## config.mk

```make
export PLATFORM = sky130hd
export DESIGN_NAME = fir_mac_serial
export DESIGN_NICKNAME = d
export VERILOG_FILES = /design/src/rtl/fir_mac_serial.sv
export SDC_FILE = /design/constraint.sdc
export NUM_CORES = 1
export LEC_CHECK = 0
export CAP_MARGIN = 20
export CELL_PAD_IN_SITES_DETAIL_PLACEMENT = 0
export CELL_PAD_IN_SITES_GLOBAL_PLACEMENT = 1
export CORE_AREA = 8 8 197 199
export DETAILED_ROUTE_END_ITERATION = 10
export DIE_AREA = 0 0 205 207
export DONT_BUFFER_PORTS = 1
export PLACE_DENSITY_LB_ADDON = 0.1
export SETUP_SLACK_MARGIN = 0.1
export SLEW_MARGIN = 10
export SYNTH_ARGS = -nofsm -noshare
export SYNTH_HDL_FRONTEND = slang
export SYNTH_SLANG_ARGS = --single-unit
```

## constraint.sdc

```tcl
create_clock -name clk -period 7.6 [get_ports clk]
set_input_delay 1.52 -clock clk [delete_from_list [all_inputs] [get_ports clk]]
set_output_delay 1.52 -clock clk [all_outputs]
set_load 0.01 [all_outputs]
```

## src/rtl/fir_mac_serial.sv

```systemverilog
// Serial FIR filter: one time-shared multiplier walks the delay line and
// coefficient bank, one tap per clock, and publishes a saturated result.
//
// state  | meaning
// -------+------------------------------------------------------------
// S_IDLE | waiting for a sample; coefficient writes accepted
// S_MAC  | accumulating d[idx]*c[idx], one tap per cycle
// S_DONE | registering sat(acc) onto y and pulsing y_valid
module fir_mac_serial #(
   parameter int DATA_W = 12,
   parameter int COEF_W = 12,
   parameter int TAPS   = 8,
   parameter int ACC_W  = 32
) (
   input  logic                      clk,
   input  logic                      nreset,
   input  logic                      coef_we,
   input  logic [$clog2(TAPS)-1:0]   coef_addr,
   input  logic signed [COEF_W-1:0]  coef_data,
   input  logic                      x_valid,
   output logic                      x_ready,
   input  logic signed [DATA_W-1:0]  x,
   output logic                      y_valid,
   output logic signed [ACC_W-1:0]   y,
   output logic                      busy
);

   localparam int IW = $clog2(TAPS);
   localparam int PW = DATA_W + COEF_W;
   // log2(TAPS) guard bits keep the sum of TAPS full-scale products from wrapping
   localparam int AW = PW + IW;
   localparam logic [IW-1:0] LAST_IDX = IW'(TAPS - 1);

   typedef enum logic [1:0] {S_IDLE, S_MAC, S_DONE} state_t;

   state_t                   state;
   logic [IW-1:0]            idx;
   logic signed [AW-1:0]     acc;
   logic signed [DATA_W-1:0] d [TAPS];
   logic signed [COEF_W-1:0] c [TAPS];
   logic signed [PW-1:0]     prod;
   logic signed [ACC_W-1:0]  sat_y;
   logic                     coef_ok;

   assign prod = PW'(d[idx]) * PW'(c[idx]);

   generate
      if (TAPS == (1 << IW)) begin : g_addr_full
         assign coef_ok = 1'b1;
      end else begin : g_addr_partial
         assign coef_ok = (int'(coef_addr) < TAPS);
      end
   endgenerate

   generate
      if (AW > ACC_W) begin : g_sat
         localparam logic signed [AW-1:0] SAT_MAX = {{(AW-ACC_W+1){1'b0}}, {(ACC_W-1){1'b1}}};
         localparam logic signed [AW-1:0] SAT_MIN = {{(AW-ACC_W+1){1'b1}}, {(ACC_W-1){1'b0}}};
         always_comb begin
            sat_y = acc[ACC_W-1:0];
            if (acc > SAT_MAX) begin
               sat_y = {1'b0, {(ACC_W-1){1'b1}}};
            end else if (acc < SAT_MIN) begin
               sat_y = {1'b1, {(ACC_W-1){1'b0}}};
            end
         end
      end else begin : g_ext
         assign sat_y = ACC_W'(acc);
      end
   endgenerate

   always_ff @(posedge clk or negedge nreset) begin
      if (!nreset) begin
         state   <= S_IDLE;
         idx     <= '0;
         acc     <= '0;
         y       <= '0;
         y_valid <= 1'b0;
         x_ready <= 1'b0;
         busy    <= 1'b0;
         for (int k = 0; k < TAPS; k++) begin
            d[k] <= '0;
            c[k] <= '0;
         end
      end else begin
         y_valid <= 1'b0;
         case (state)
            S_IDLE: begin
               // a write on the accept edge lands before the MAC pass reads c
               if (coef_we && coef_ok) begin
                  c[coef_addr] <= coef_data;
               end
               if (x_valid && x_ready) begin
                  d[0] <= x;
                  for (int k = 1; k < TAPS; k++) begin
                     d[k] <= d[k-1];
                  end
                  acc     <= '0;
                  idx     <= '0;
                  x_ready <= 1'b0;
                  busy    <= 1'b1;
                  state   <= S_MAC;
               end else begin
                  x_ready <= 1'b1;
               end
            end
            S_MAC: begin
               acc <= acc + AW'(prod);
               idx <= idx + 1'b1;
               if (idx == LAST_IDX) begin
                  state <= S_DONE;
               end
            end
            S_DONE: begin
               y       <= sat_y;
               y_valid <= 1'b1;
               x_ready <= 1'b1;
               busy    <= 1'b0;
               state   <= S_IDLE;
            end
            default: begin
               x_ready <= 1'b0;
               busy    <= 1'b0;
               state   <= S_IDLE;
            end
         endcase
      end
   end

endmodule

```

## After elaboration in Yosys (flattened, before gate mapping)

Cells that the tools add are included.

- Multiplexer cells: 21
- Add/subtract/negate cells: 2
- Equal/unequal tests: 5
- Multipliers: 1
- Magnitude comparators: 3
- Bitwise operators: 3
- Reductions and logical operators: 9

Operators by type and width:

| operator | count |
|---|---|
| $bwmux W96 | 1 |
| $bmux W12 S3 | 2 |
| $mux W12 | 5 |
| $pmux W27 S2 | 1 |
| $demux W12 S3 | 1 |
| $add A27 B24 Y27 | 1 |
| $mux W27 | 1 |
| $mul A12 B12 Y24 | 1 |
| $reduce_and A2 Y1 | 5 |
| $ge A4 B4 Y1 const B | 2 |
| $not A3 Y4 | 2 |
| $pmux W3 S2 | 1 |
| $lt A4 B1 Y1 const B | 1 |
| $mux W2 | 2 |
| $ne A2 B2 Y1 const B | 2 |
| $pmux W2 S2 | 1 |
| $add A3 B1 Y3 const B | 1 |
| $eq A3 B3 Y1 const B | 1 |
| $mux W1 | 3 |
| $mux W3 | 1 |
| $pmux W1 S3 | 1 |
| $eq A2 B1 Y1 const B | 1 |
| $eq A2 B2 Y1 const B | 1 |
| $logic_and A1 B1 Y1 | 2 |
| other kinds (4) | 4 |

- Word-level logic and storage cells: 67
- Bits of input ports: 31
- Output and inout bits: 35
- Register bits after elaboration: 254

## Longest topological paths before layout

- Depth after elaboration: 7
- Gate-level depth with buffers: 26
- Mapped depth without buffers: 23

## Least setup slack after synthesis

No wires, ideal clock.

- Kind: register -> register
- Start point: register idx[0]
- End point: register acc[23]
- Arrival: 6.758 ns
- Path slack: 0.720 ns
- Path buffers: 4
- Cell stages (with the launch flop): 23
- Library setup time: 0.122 ns
- Path through: dfrtp_1 -> buf_2 -> buf_4 -> buf_2 -> mux4_2 -> mux2i_1 -> nor2_1 -> fa_1 -> inv_1 -> fa_1 -> inv_1 -> fa_1 -> fa_1 -> fa_1 -> fa_1 -> ha_1 -> buf_6 -> and4_4 -> a21o_1 -> a311oi_2 -> a21oi_1 -> or4_1 -> a32o_1

- Word-level cells in the longest chain between the ends: 7
- Elaborated cells between the ends (all ways): 10
- Those cells by class: add/sub (1); mul (1); mux (7); bitwise (1)

RTL lines:

| item | RTL line | text |
|---|---|---|
| start, declared | 37 | `logic [IW-1:0] idx;` |
| start signal, assigned | 109 | `idx <= idx + 1'b1;` |
| $not A3 Y4 (implied by the code) * | 45 | `assign prod = PW'(d[idx]) * PW'(c[idx]);` |
| $bmux W12 S3 | 45 |  |
| $mux W12 (implied by the code) (2 in a row) | 45 |  |
| $mul A12 B12 Y24 * | 45 |  |
| $add A27 B24 Y27 * | 108 | `acc <= acc + AW'(prod);` |
| $pmux W27 S2 * | 87 | `case (state)` |
| end signal, assigned | 108 |  |
| end, declared | 38 | `logic signed [AW-1:0] acc;` |

Every way passes the cells marked *; elsewhere a longest branch is shown, timed or not. The select of a mux whose other input is x is not followed.
A chain may end at the register's enable or synchronous reset.

## Worst setup path in the final report

Same ends and word-level chain as after synthesis.

==> out/qor.yml <==
run_status:
  status: "complete, no violations"
drt:
  vias: 11145
  initialDrtViolationCount: 599
  highest_layer: "met4"
  wl_met3_um: 1550
  wl_met1_um: 18400
  post_drt_wl_per_cell_um: 18.1
  drt-total-wl_um: 38600
  drc: 0
  via_per_inst: 5.21
  wl_met2_um: 17800
  dr.pass1.iters: 5
  ant_nets: 0
die:
  start_util_pct: 49.2
  die_h_um: 207
  die_x_um: 205
  die_area_sq_mm: 0.0424
  core_sq_mm: 0.0359
  pin_count: 66
  fp-row-count: 70
timing:
  period_needed_ps: 7260
  fmax_mhz: 138
  timing.final.max_slew_violations: 0
  setup_viol: 0
  fin_tns_setup_ps: 0
  grt_setup_unrepaired: "no"
  worstMarginPinSlew_ps: 870
  fin_skew_ps: 26.1
  finalCritPeriodShare_pct: 95.5
  max-slew-margin-rel_pct: 42.0
  hold_violations: 0
worst_setup_path:
  reg2reg_to: "acc[23]"
  crit_fanout: 13
  crit_start: "idx[0]"
  cp.required_ps: 8050
  reg2reg_depth: 20
  cp-end-kind: "flop"
  r2r_setup_slack_ps: 340
  cp.arrival_ps: 7710
  reg2reg_from: "idx[0]"
  endpoint: "acc[23]"
  worstSetupPathType: "flop to flop"
  start_kind: "flop"
layout:
  multiInputGateArea_sq_mm: 0.0102
  seqCellArea_sq_mm: 0.00636
  n_antenna_cell: 0
  final_cell_mix: "nand2_1 (401), dfrtp_1 (251), inv_1 (203)"
  post_route_cells_drive_above_1_share_pct: 15.7
  syn_to_final_growth_pct: 8.51
  nFillCells: 3256
  final_nets: 1932
  final_common_cell: "nand2_1"
synthesis:
  ys_ff_latch: 254
  synth-edff-count: 0
  avgSynthCellArea_sq_um: 10.6
  yosys_warnings: 0
  ys.flop_type: "dfrtp_1"
  async_flop_share_pct: 100
  ys_seq_area_share_pct: 36.0
  syn_area_sq_mm: 0.0177
  synthDistinctLibCells: 58
  synthCells: 1659
  synth_nets: 1940
clocking:
  cts_tree: "yes"
  cts_max_path_buffers: 3
  cts_sinks: 254
  cts-htree-levels: 1
  clock_latency_ps: 570
  clk_pin_slew_worst_paths_ps: 60
  cts_root_buffer: "clkbuf_16"
  hold_buffers: 0
  numCtsBuffers: 29
run:
  max-cap-violations: 0
global_route:
  grt-ovfl-total: 0
  grt_pass1_wl_um: 64600
  grt_pass1_vias: 11939
  grt_max_degree: 255
  antenna_found_initial: 0
  grt_usage_pct: 18.8
placed_design:
  gp_congestion: 0.870
  post-dp-hpwl_um: 28300
  portBuffers: 0
worst_hold_path:
  worst_hold_path_type: "flop to flop"
## registers in the layout, summed over array words and instances, names as in the netlist
register,flops
busy,1
idx,3
x_ready,1
d,96
state,2
acc,27
c,96
y_valid,1
y,27
## worst min-delay path by stage
stage,from,to,depth (start not counted)
floorplan,d[0],d[0],2
finish,d[5],d[5],2
detailed placement,d[11],d[11],2
global route,d[46],d[34],2
CTS,d[5],d[5],2
global placement,d[10],d[10],2
## through the flow
step	instance area [sq um]	utilization, %	cells	hold slack, ps	setup slack (ps)
after floorplan	17700	-	1659	441	720
after global placement	18200	50.6	2085	457	289
after detailed placement	18200	50.6	2085	461	146
after CTS	19100	53.1	2136	474	185
after global routing	19200	53.3	2139	497	113
final	19200	53.3	2139	469	344
## synth_stat cells, drive strengths merged (10+ instances only)
cell type    n  share of area, %
a21oi       17              0.48
buf         29              0.95
clkbuf      46              0.98
dfrtp      254                36
fa         175                20
ha          75               5.3
inv        203               4.3
mux2       115               7.3
mux2i       18               1.1
mux4        48               6.1
nand2      401               8.5
nand3       16              0.45
nor2        89               1.9
nor3        10              0.28
o21ai       55               1.6
xnor2       10              0.50
## final cells by class
cell class / instances / area share (%)
clock buffers: 43 / 4.38
clock inverters: 8 / 0.261
inverters: 203 / 3.98
multi-input cells: 1127 / 53.3
flip-flops and latches: 254 / 33.2
well taps: 468 / 3.06
repair buffers: 36 / 1.78
## worst max-delay path: stages (launching register included)
cell and delay (ps):
dfrtp_4 600, buf_4 290, mux4_2 520, mux2i_1 290, buf_4 260, nor2_1 80, fa_1 560, inv_1 50
fa_1 470, inv_1 50, fa_1 480, fa_1 560, fa_1 430, fa_1 420, ha_1 370, and4_4 200
a21o_1 200, a311oi_2 450, a21oi_1 190, or4_1 420, a32o_1 260
## repair_timing
item | in CTS | in global routing
setup endpoints to repair | 0 | 2
gates resized for setup | 0 | 0
buffers inserted | 0 | 1
hold endpoints to repair | 0 | 0
## layer usage
layer  vias to the layer above  GRT usage [%]
met2                       164           29.5
met5                         -              0
met1                      5602           26.8
met4                         0           5.03
met3                        54           2.90
li1                       5325              -
## kinds of logic after synthesis
kind of cell	share of synthesized area, %
compound gates	4.39
xor+xnor	0.893
fa+ha+maj	25.2
buf+inv	6.24
flops	36.0
mux	14.6
simple gates	12.7
Power is not shown: default switching activity piles up to over one toggle a cycle in this logic, so the estimate is an artifact.
